==> config.mk <==
export PLATFORM = sky130hd
export DESIGN_NAME = mul_seq_flat
export DESIGN_NICKNAME = d
export VERILOG_FILES = /design/src/rtl/mul_pkg.sv /design/src/rtl/mul_seq_if.sv /design/src/rtl/mul_seq_adder.sv /design/src/rtl/mul_seq.sv /design/src/flat_wrapper.sv
export SDC_FILE = /design/constraint.sdc
export NUM_CORES = 1
export LEC_CHECK = 0
export BUFFER_PORTS_ARGS = -buffer_cell sky130_fd_sc_hd__buf_2
export CAP_MARGIN = 5
export CORE_UTILIZATION = 27
export CTS_CLUSTER_DIAMETER = 150
export DETAILED_ROUTE_END_ITERATION = 6
export GPL_ROUTABILITY_DRIVEN = 0
export GPL_TIMING_DRIVEN = 0
export HOLD_SLACK_MARGIN = 0.08
export PLACE_DENSITY = 0.42
export SYNTH_ARGS = -nofsm -noshare
export SYNTH_HDL_FRONTEND = slang
export SYNTH_SLANG_ARGS = --single-unit
==> constraint.sdc <==
create_clock -name clk -period 7.55 [get_ports clk]
set_input_delay 0.755 -clock clk [delete_from_list [all_inputs] [get_ports clk]]
set_output_delay 0.755 -clock clk [all_outputs]
set_load 0.02 [all_outputs]
==> src/rtl/mul_pkg.sv <==
// Shared definitions for the sequential shift-add multiplier:
// the FSM state encoding and the default operand width.
package mul_pkg;

  localparam int MUL_BITS = 32;

  typedef enum logic [1:0] {
    IDLE = 2'b00,
    RUN  = 2'b01,
    DONE = 2'b10
  } state_t;

endpackage

==> src/rtl/mul_seq_if.sv <==
// Handshake and operand/product bundle for mul_seq. The ovf signal
// is present only when MUL_OVF_EN is defined.
interface mul_seq_if #(parameter int BITS = mul_pkg::MUL_BITS);

  logic            start;
  logic [0:BITS-1] a;
  logic [0:BITS-1] b;
  logic            busy;
  logic            done;
  logic [0:BITS-1] prod_hi;
  logic [0:BITS-1] prod_lo;
`ifdef MUL_OVF_EN
  logic            ovf;

  modport master (output start, a, b, input busy, done, prod_hi, prod_lo, ovf);
  modport slave  (input start, a, b, output busy, done, prod_hi, prod_lo, ovf);
`else
  modport master (output start, a, b, input busy, done, prod_hi, prod_lo);
  modport slave  (input start, a, b, output busy, done, prod_hi, prod_lo);
`endif

endinterface

==> src/rtl/mul_seq_adder.sv <==
// BITS-wide ripple adder with carry in/out; bit 0 is the MSB of each operand.
module adder_n #(
  parameter int BITS = mul_pkg::MUL_BITS
) (
  input  logic [0:BITS-1] i_a,
  input  logic [0:BITS-1] i_b,
  input  logic            i_cin,
  output logic [0:BITS-1] o_s,
  output logic            o_c
);

  logic [BITS:0] w_sum;

  assign w_sum    = {1'b0, i_a} + {1'b0, i_b} + {{BITS{1'b0}}, i_cin};
  assign {o_c, o_s} = w_sum;

endmodule

==> src/rtl/mul_seq.sv <==
// Sequential unsigned multiplier: one shift-add step per clock using a single adder_n.
// Define MUL_OVF_EN to add the ovf output (upper product half non-zero).
module mul_seq
  import mul_pkg::*;
#(
  parameter int BITS = MUL_BITS
) (
  input  logic     clk,
  input  logic     rst_n,
  mul_seq_if.slave bus
);

  localparam int CW = $clog2(BITS);

  state_t          r_state;
  state_t          w_next;
  logic            w_load;
  logic [0:BITS-1] r_mcand;
  logic [0:BITS-1] r_acc;
  logic [0:BITS-1] r_mq;
  logic [CW-1:0]   r_cnt;
  logic [0:BITS-1] w_addend;
  logic [0:BITS-1] w_sum;
  logic            w_carry;

  // mq[BITS-1] is the multiplier LSB still to be consumed this step
  assign w_addend = r_mq[BITS-1] ? r_mcand : '0;

  adder_n #(.BITS(BITS)) u_adder (
    .i_a   (r_acc),
    .i_b   (w_addend),
    .i_cin (1'b0),
    .o_s   (w_sum),
    .o_c   (w_carry)
  );

  always_ff @(posedge clk or negedge rst_n) begin
    if (!rst_n) r_state <= IDLE;
    else        r_state <= w_next;
  end

  always_comb begin
    w_next = r_state;
    w_load = 1'b0;
    case (r_state)
      IDLE: begin
        if (bus.start) begin
          w_next = RUN;
          w_load = 1'b1;
        end
      end
      RUN: begin
        if (r_cnt == '0) w_next = DONE;
      end
      DONE: begin
        if (bus.start) begin
          w_next = RUN;
          w_load = 1'b1;
        end else begin
          w_next = IDLE;
        end
      end
      default: w_next = IDLE;
    endcase
  end

  // The carry enters at the top of acc so the full product survives the shift
  always_ff @(posedge clk or negedge rst_n) begin
    if (!rst_n) begin
      r_mcand <= '0;
      r_acc   <= '0;
      r_mq    <= '0;
      r_cnt   <= '0;
    end else if (w_load) begin
      r_mcand <= bus.a;
      r_mq    <= bus.b;
      r_acc   <= '0;
      r_cnt   <= CW'(BITS - 1);
    end else if (r_state == RUN) begin
      {r_acc, r_mq} <= {w_carry, w_sum, r_mq[0:BITS-2]};
      if (r_cnt != '0) r_cnt <= r_cnt - CW'(1);
    end
  end

  assign bus.busy    = (r_state == RUN);
  assign bus.done    = (r_state == DONE);
  assign bus.prod_hi = r_acc;
  assign bus.prod_lo = r_mq;
`ifdef MUL_OVF_EN
  assign bus.ovf     = (r_state != RUN) && (r_acc != '0);
`endif

endmodule

==> src/flat_wrapper.sv <==
// flat-port wrapper written by rule: the top's interface ports become plain ports
module mul_seq_flat import mul_pkg::*;
#(
  parameter int BITS = MUL_BITS
)
  (clk, rst_n, bus_start, bus_a, bus_b, bus_busy, bus_done, bus_prod_hi, bus_prod_lo);
  mul_seq_if #(.BITS(BITS)) bus_i ();
  input  logic clk;
  input  logic rst_n;
  input wire logic [$bits(bus_i.start)-1:0] bus_start;
  input wire logic [$bits(bus_i.a)-1:0] bus_a;
  input wire logic [$bits(bus_i.b)-1:0] bus_b;
  output wire logic [$bits(bus_i.busy)-1:0] bus_busy;
  output wire logic [$bits(bus_i.done)-1:0] bus_done;
  output wire logic [$bits(bus_i.prod_hi)-1:0] bus_prod_hi;
  output wire logic [$bits(bus_i.prod_lo)-1:0] bus_prod_lo;
  assign bus_i.start = bus_start;
  assign bus_i.a = bus_a;
  assign bus_i.b = bus_b;
  assign bus_busy = bus_i.busy;
  assign bus_done = bus_i.done;
  assign bus_prod_hi = bus_i.prod_hi;
  assign bus_prod_lo = bus_i.prod_lo;
  mul_seq #(.BITS(BITS)) u_core (.clk(clk), .rst_n(rst_n), .bus(bus_i));
endmodule
Word level (Yosys, flattened, before mapping)
Index checks and enable logic that the tools add are counted.
- register bits after elaboration: 103
- bits of input ports: 67
- logic and storage cells: 33
- output and inout bits: 66
- reduce and logical (&&, ||, !) cells: 8
- add/sub/neg operators: 2
- eq/ne operators: 4
- mux-type cells: 14
- operators with widths (cell ; count):
    $mux 32 ; 5
    $add 32x32->33 ; 1
    $mux 5 ; 3
    $pmux 2 s3 ; 1
    $logic_not 5->1 ; 1
    $reduce_bool 5->1 ; 1
    $sub 5x1->5 const B ; 1
    $mux 2 ; 2
    $reduce_and 2->1 ; 2
    $reduce_bool 2->1 ; 2
    $mux 1 ; 3
    $eq 2x1->1 const B ; 1
    $eq 2x2->1 const B ; 1
    $logic_not 2->1 ; 1
    $ne 2x1->1 const B ; 1
    $ne 2x2->1 const B ; 1
    $reduce_or 2->1 ; 1

Depth between registers and ports, before layout
Gate-level depths: netlist of the first run.
- depth in word-level cells: 5
- mapped depth: 11
- gate-level depth less buffers: 10

By module
From an unflattened synthesis of the first run, not the netlist that was laid out.
- cell total of the unflattened synthesis: 707
- area total of the unflattened synthesis: 6203.4 um^2
- modules (own cells, without submodules) (module ; cells each ; area each (um^2) ; instances ; sequential area each (um^2)):
    mul_seq ; 448 ; 4349.2 ; 1 ; 2577.5
    adder_n ; 259 ; 1854.3 ; 1 ; 0.0

Least setup slack after synthesis of the first run
No wires, ideal clock.
- path type: register to register
- start point: reg u_core.r_mq, in the netlist u_core.bus.prod_lo[31]
- end point: reg u_core.r_acc, in the netlist u_core.bus.prod_hi[6]
- required time: 7.428 ns
- cell stages (with the launch flop): 12
- setup slack: 4.581 ns
- path buffers: 1
- clock period less this slack: 2.969 ns
- library setup time: 0.122 ns
- data arrival time: 2.848 ns
- cells stage by stage: dfrtp_1 clkbuf_1 and2_1 ha_1 fa_1 a21oi_1 o21ai_0 a21oi_1 o21ai_0 o21a_1 or3_1 a32o_1
- longest elaborated chain between the ends: 4
- RTL lines (element ; line ; text):
    start, declared ; mul_seq.sv:20 ; logic [0:BITS-1] r_mq;
    start signal, assigned ; mul_seq.sv:76 ; r_mq <= bus.b;
    start signal, assigned ; mul_seq.sv:80 ; {r_acc, r_mq} <= {w_carry, w_sum, r_mq[0:BITS-2]};
    $mux 32 ; mul_seq.sv:27 ; assign w_addend = r_mq[BITS-1] ? r_mcand : '0;
    $add 32x32->33 ; mul_seq_adder.sv:14 ; assign w_sum = {1'b0, i_a} + {1'b0, i_b} + {{BITS{1'b0}}, i_cin};
    $mux 32 ; mul_seq.sv:79 ; end else if (r_state == RUN) begin
    $mux 32 ; mul_seq.sv:74 ; end else if (w_load) begin
    end signal, assigned ; mul_seq.sv:80 ;
    end, declared ; mul_seq.sv:19 ; logic [0:BITS-1] r_acc;
No other way between the ends. The select of a mux whose other input is x is not followed.
A chain may end at the register's enable or synchronous reset.

Worst setup path in the final report of the first run
Ends and elaborated chain as after synthesis.

==> impl_metrics.toml, run 1 <==
[yosys]
synthSimpleGateAreaFrac_pct = 22.6
ys.flop_type = "dfrtp_1"
synth_edf_count = 0
syn_nets = 820
synth_seq_area_share_pct = 42.2
synth-adder-area-share_pct = 7.30
synth_xor_area_share_pct = 4.16
syn_area_mm2 = 0.00611
synth_top_family_by_area = "simple AND/OR/NAND/NOR gates"
synth_compound_area_share_pct = 20.2
synth-seq-cells = 103
syn_area_per_cell_um2 = 8.50
synth_cell_types = 56
ys_warn_count = 0
synthCells = 718
synthMuxAreaShare_pct = 0
synthArstFlopShare_pct = 100

[floorplan]
core_area_mm2 = 0.0220
die_height_um = 152
die_w_um = 152
io_pins = 133
die-area_mm2 = 0.0232
initial_core_util_pct = 27.7
rows = 54

[cts]
cts_hold_buf = 0
clk_latency_ns = 0.36
cts-root-buf = "clkbuf_16"
cts.path.max_buffers = 2
numCtsBuffers = 9
post_cts_buffers = 0
cts_resized = 0
clk_pin_slew_ns = 0.08
htree_levels = 3
clock_sinks = 103
tritoncts = "yes"

[timing]
worst_slew_pin_slew_ns = 0.819
max_freq_ghz = 0.287
timing.setup.tns_ns = 0
fin_hold_ws_ns = 0.307
clock_skew_ns = 0.0108
timing.final.crit_share_pct = 46.1
slew-limit-headroom_pct = 45.1
setup_violations = 0
final-max-slew-violation-count = 0
fin_ws_ns = 4.07
finalHoldViolations = 0
rsz0062_at_grt = "false"
period_needed_ns = 3.48

[drt]
via_count = 5376
wl_um = 17700
dr.first_iter.drc_count = 189
ant_nets = 0
first_pass_iters = 6
wl_per_cell_um = 15.4
avgViaCountPerCell = 4.68
drc_errors = 8

[global_routing]
grt-ovfl-total = 0
grt_max_degree = 65
grt_first_pass_wirelength_um = 29500
antenna_found_initial = 1
grt_use_total_pct = 15.9
grt_pass1_vias = 5568

[final_layout]
syn2layout_area_growth_pct = 22.6
drive_above_1_share_pct = 18.7
num-fill-cells = 2377
final_cell_mix = "nand2_1 (215), buf_2 (132), dfrtp_1 (103), o21ai_0 (41), a21oi_1 (39)"
fin_util_pct = 34.0
nets = 964
final_common_cell = "nand2_1"

[place]
post-place-ws_ns = 4.08
dp_hpwl_um = 13600
io_buffers = 132

[critical_path]
critical_path_class = "reg2reg"
slowest_stage = "dfrtp_1"
rrSetupSlack_ns = 4.07
crit_buf_inv = 1
crit_family = "compound AO/OA/AOI/OAI gates"
cp.arrival_ns = 3.73
crit_fanout = 10
path_cells = "clkbuf_1 > and2_1 > ha_1 > fa_1 > a21oi_1 > o21ai_0 > a21oi_1 > o21ai_0 > o21a_1 > or3_1 > a32o_1"
slowest_delay_ns = 0.46
cp-end-kind = "register"
start_kind = "register"
cp.required_ns = 7.79

[outcome]
status = "complete, but fails checks"
failed_checks = "DRC"

[power]
p_leak_nw = 3.67
p_per_area_mw_per_mm2 = 496
finalPower_mw = 3.71
irDropWorstVdd_mv = 0.138

[hold_path]
hp-class = "in2async"

[run]
drv_cap = 0
-- metal layers --
| layer | global-route usage [%] | up-vias | share of wire (%) |
|---|---|---|---|
| met3 | 3.61 | 15 | 5.3 |
| met5 | 0 | - | 0 |
| met2 | 26.4 | 114 | 46 |
| met1 | 21.1 | 2477 | 48 |
| li1 | - | 2770 | - |
| met4 | 3.50 | 0 | 0.97 |
-- path summary, 6_finish.rpt --
kind                                        start                    end  cells after the start
max                        u_core.bus.prod_lo[31]  u_core.bus.prod_hi[6]                     11
min                                         rst_n     u_core.r_mcand[24]                      1
max reg2reg                u_core.bus.prod_lo[31]  u_core.bus.prod_hi[6]                     11
min reg2reg                    u_core.r_mcand[30]     u_core.r_mcand[30]                      2
max in group asynchronous                   rst_n        u_core.r_cnt[4]                      2
min in group clk               u_core.r_mcand[30]     u_core.r_mcand[30]                      2
-- kinds of logic (layout without fill, tap and decap cells) --
group	after synthesis	after routing
XOR/XNOR	29	29
other	0	1
AO/OA/AOI/OAI	182	182
AND/OR/NAND/NOR	314	314
adder cells (fa/ha/maj)	35	35
flip-flops	103	103
buffers and inverters	55	204
-- where the power goes --
| group | leakage, nW | switching [mW] | internal (mW) | total (mW) |
|---|---|---|---|---|
| Clock | 0.158 | 0.230 | 0.296 | 0.526 |
| Combinational | 2.27 | 1.31 | 0.816 | 2.13 |
| Sequential | 1.25 | 0.216 | 0.846 | 1.06 |
-- flip-flops by register name, summed over array words and instances, names as in the netlist --
register / count
u_core.bus.prod_hi: 32
u_core.bus.prod_lo: 32
u_core.r_cnt: 5
u_core.r_mcand: 32
u_core.r_state: 2
-- metrics by stage --
step | std cells | cell area [um2]
floorplan | 718 | 6110
global placement | 1130 | 7120
detailed placement | 1131 | 7150
CTS | 1147 | 7480
global route | 1147 | 7480
finish | 1148 | 7480
-- layout make-up --
type                       instances  area, um2  share of cell area [%]
clock inverter                     7        105                    1.40
antenna                            1       2.50                  0.0334
timing repair buffer             133        694                    9.28
buffer                            42        164                    2.19
tap                              280        350                    4.68
multi-input combinational        560       3320                    44.3
clock buffer                       9        225                    3.01
inverter                          13       48.8                   0.652
sequential                       103       2580                    34.4
-- synthesized netlist by cell type (all sizes together) (6+ instances only) --
| cell | instances | area, um2 |
|---|---|---|
| xor2 | 11 | 96.3 |
| nand4 | 13 | 81.3 |
| nand3 | 10 | 50.1 |
| a21o | 20 | 150 |
| o21ai | 41 | 205 |
| clkbuf | 34 | 129 |
| o21bai | 7 | 52.6 |
| buf | 8 | 35.0 |
| o211ai | 6 | 45.0 |
| and2 | 33 | 206 |
| nor3 | 6 | 30.0 |
| a22oi | 31 | 233 |
| nand2 | 215 | 807 |
| dfrtp | 103 | 2580 |
| ha | 34 | 425 |
| inv | 13 | 48.8 |
| xnor2 | 18 | 158 |
| nor2 | 14 | 52.6 |
| a21oi | 41 | 220 |
| o21a | 6 | 45.0 |
-- worst register-to-register path: cells and delay by family, from the launching register on --
| family | cells | cell delay (ns) |
|---|---|---|
| buffers and inverters | 1 | 0.25 |
| flip-flops | 1 | 0.46 |
| AND/OR/NAND/NOR | 2 | 0.51 |
| AO/OA/AOI/OAI | 6 | 1.52 |
| adder cells (fa/ha/maj) | 2 | 0.62 |
Power figures use the tool's default switching activity.
==> run 2: changes to the inputs <==
==> constraint.sdc (replaced) <==
create_clock -name clk -period 3.35 [get_ports clk]
set_input_delay 0.335 -clock clk [delete_from_list [all_inputs] [get_ports clk]]
set_output_delay 0.335 -clock clk [all_outputs]
set_load 0.02 [all_outputs]
==> impl_metrics.toml, run 2 (synthesis results as in run 1) <==
[outcome]
status = "complete, but fails checks"
failed_checks = "DRC"

[timing]
fin_ws_ns = 0.202
timing.final.crit_share_pct = 94.0
slew-limit-headroom_pct = 58.6
clock_skew_ns = 0.0115
period_needed_ns = 3.15
finalHoldViolations = 0
final-max-slew-violation-count = 0
max_freq_ghz = 0.318
worst_slew_pin_slew_ns = 0.621
setup_violations = 0

[power]
p_per_area_mw_per_mm2 = 1120
p_leak_nw = 3.70
irDropWorstVdd_mv = 0.310

[drt]
drc_errors = 8
wl_um = 17700
ant_nets = 0
first_pass_iters = 6
dr.first_iter.drc_count = 226
via_count = 5418
avgViaCountPerCell = 4.70
wl_per_cell_um = 15.4

[cts]
cts-root-buf = "clkbuf_16"
clk_latency_ns = 0.36
htree_levels = 3
tritoncts = "yes"
clk_pin_slew_ns = 0.08
cts.path.max_buffers = 2
clock_sinks = 103
numCtsBuffers = 9

[critical_path]
rrSetupSlack_ns = 0.20
cp.required_ns = 3.59
cp-end-kind = "register"
critical_path_class = "reg2reg"
cp.arrival_ns = 3.39
crit_fanout = 10
start_kind = "register"

[final_layout]
num-fill-cells = 2371
drive_above_1_share_pct = 19.8
final_cell_mix = "nand2_1 (215), buf_2 (133), dfrtp_1 (102), o21ai_0 (40), a21oi_1 (38)"
syn2layout_area_growth_pct = 23.5
fin_cells = 1153
nets = 969
final_common_cell = "nand2_1"

[global_routing]
grt_pass1_vias = 5567
grt_use_total_pct = 15.9
antenna_found_initial = 1
grt-ovfl-total = 0
grt_max_degree = 65
grt_first_pass_wirelength_um = 29500

[floorplan]
io_pins = 133
core_area_mm2 = 0.0220
initial_core_util_pct = 27.7
die-area_mm2 = 0.0232
die_w_um = 152
die_height_um = 152
rows = 54

[place]
io_buffers = 132
dp_hpwl_um = 13600
post-place-ws_ns = -0.121
dp.cells = 1131

[run]
drv_cap = 0

[hold_path]
hp-class = "in2reg"
-- run 2: cell types whose count changed in the layout (fill, tap and decap cells not counted), sizes merged --
| cell | delta |
|---|---|
| buf | +5 |
| clkbuf | -1 |
| dlygate4sd3 | +1 |
-- run 2: through the flow --
step                      hold slack, ns  power, mW  utilization (%)  TNS [ns]  area [um2]
after floorplan                   0.0394       5.81                -         0        6110
after global placement             0.453       7.26             32.3    -0.310        7120
after detailed placement           0.274       7.25             32.5    -0.248        7150
after CTS                          0.154       8.51             34.0         0        7500
after global routing               0.165       9.29             34.2  -0.00210        7540
final                              0.165       8.44             34.2         0        7540
-- run 2: report_power, final --
group / switching (mW) / internal, mW / leakage, nW
logic: 2.98 / 1.88 / 2.30
clock network: 0.519 / 0.667 / 0.158
registers: 0.486 / 1.91 / 1.25
total: 3.98 / 4.45 / 3.70
-- run 2: layer usage --
metal	up-vias	wire (um)	track usage, %
met5	-	0	0
met4	0	153	3.50
met3	12	846	3.61
met2	123	8150	26.4
met1	2504	8570	21.1
li1	2779	-	-
-- run 2: path summary, 6_finish.rpt --
kind,from,end,depth (start not counted)
max in group asynchronous,rst_n,u_core.r_state[1],3
worst max register to register,u_core.bus.prod_lo[31],u_core.bus.prod_hi[6],11
min in group asynchronous,rst_n,u_core.r_mcand[24],2
worst min-delay path,bus_a[1],u_core.r_mcand[30],3
worst min register to register,u_core.r_mcand[30],u_core.r_mcand[30],2
worst max-delay path,u_core.bus.prod_lo[31],u_core.bus.prod_hi[6],11
-- run 2: final cells by class --
type	count	area, um2	share of cell area (%)
Clock buffer	9	225	2.99
Clock inverter	7	105	1.39
Multi-Input combinational cell	560	3330	44.2
Timing Repair Buffer	138	734	9.74
Tap cell	280	350	4.64
Buffer	42	168	2.22
Sequential cell	103	2580	34.2
Inverter	13	48.8	0.647
Antenna cell	1	2.50	0.0332
-- run 2: critical path, cell delays in order (launching register included) --
cell     delay [ns]
dfrtp_2        0.46
buf_2          0.20
and2_1         0.16
ha_1           0.20
fa_1           0.42
a21oi_1        0.21
o21ai_0        0.16
a21oi_2        0.23
o21ai_1        0.17
o21a_1         0.27
or3_1          0.31
a32o_1         0.25
-- run 2: repair_timing --
| item | 4_1_cts | 5_1_grt |
|---|---|---|
| cloned | 0 | 0 |
| hold buffers | 1 | 0 |
| pin swaps | 0 | 1 |
| setup endpoints to repair | 3 | 9 |
| endpoints found under the hold margin | 39 | 0 |
| setup buffers | 0 | 4 |
| gates resized for setup | 3 | 8 |
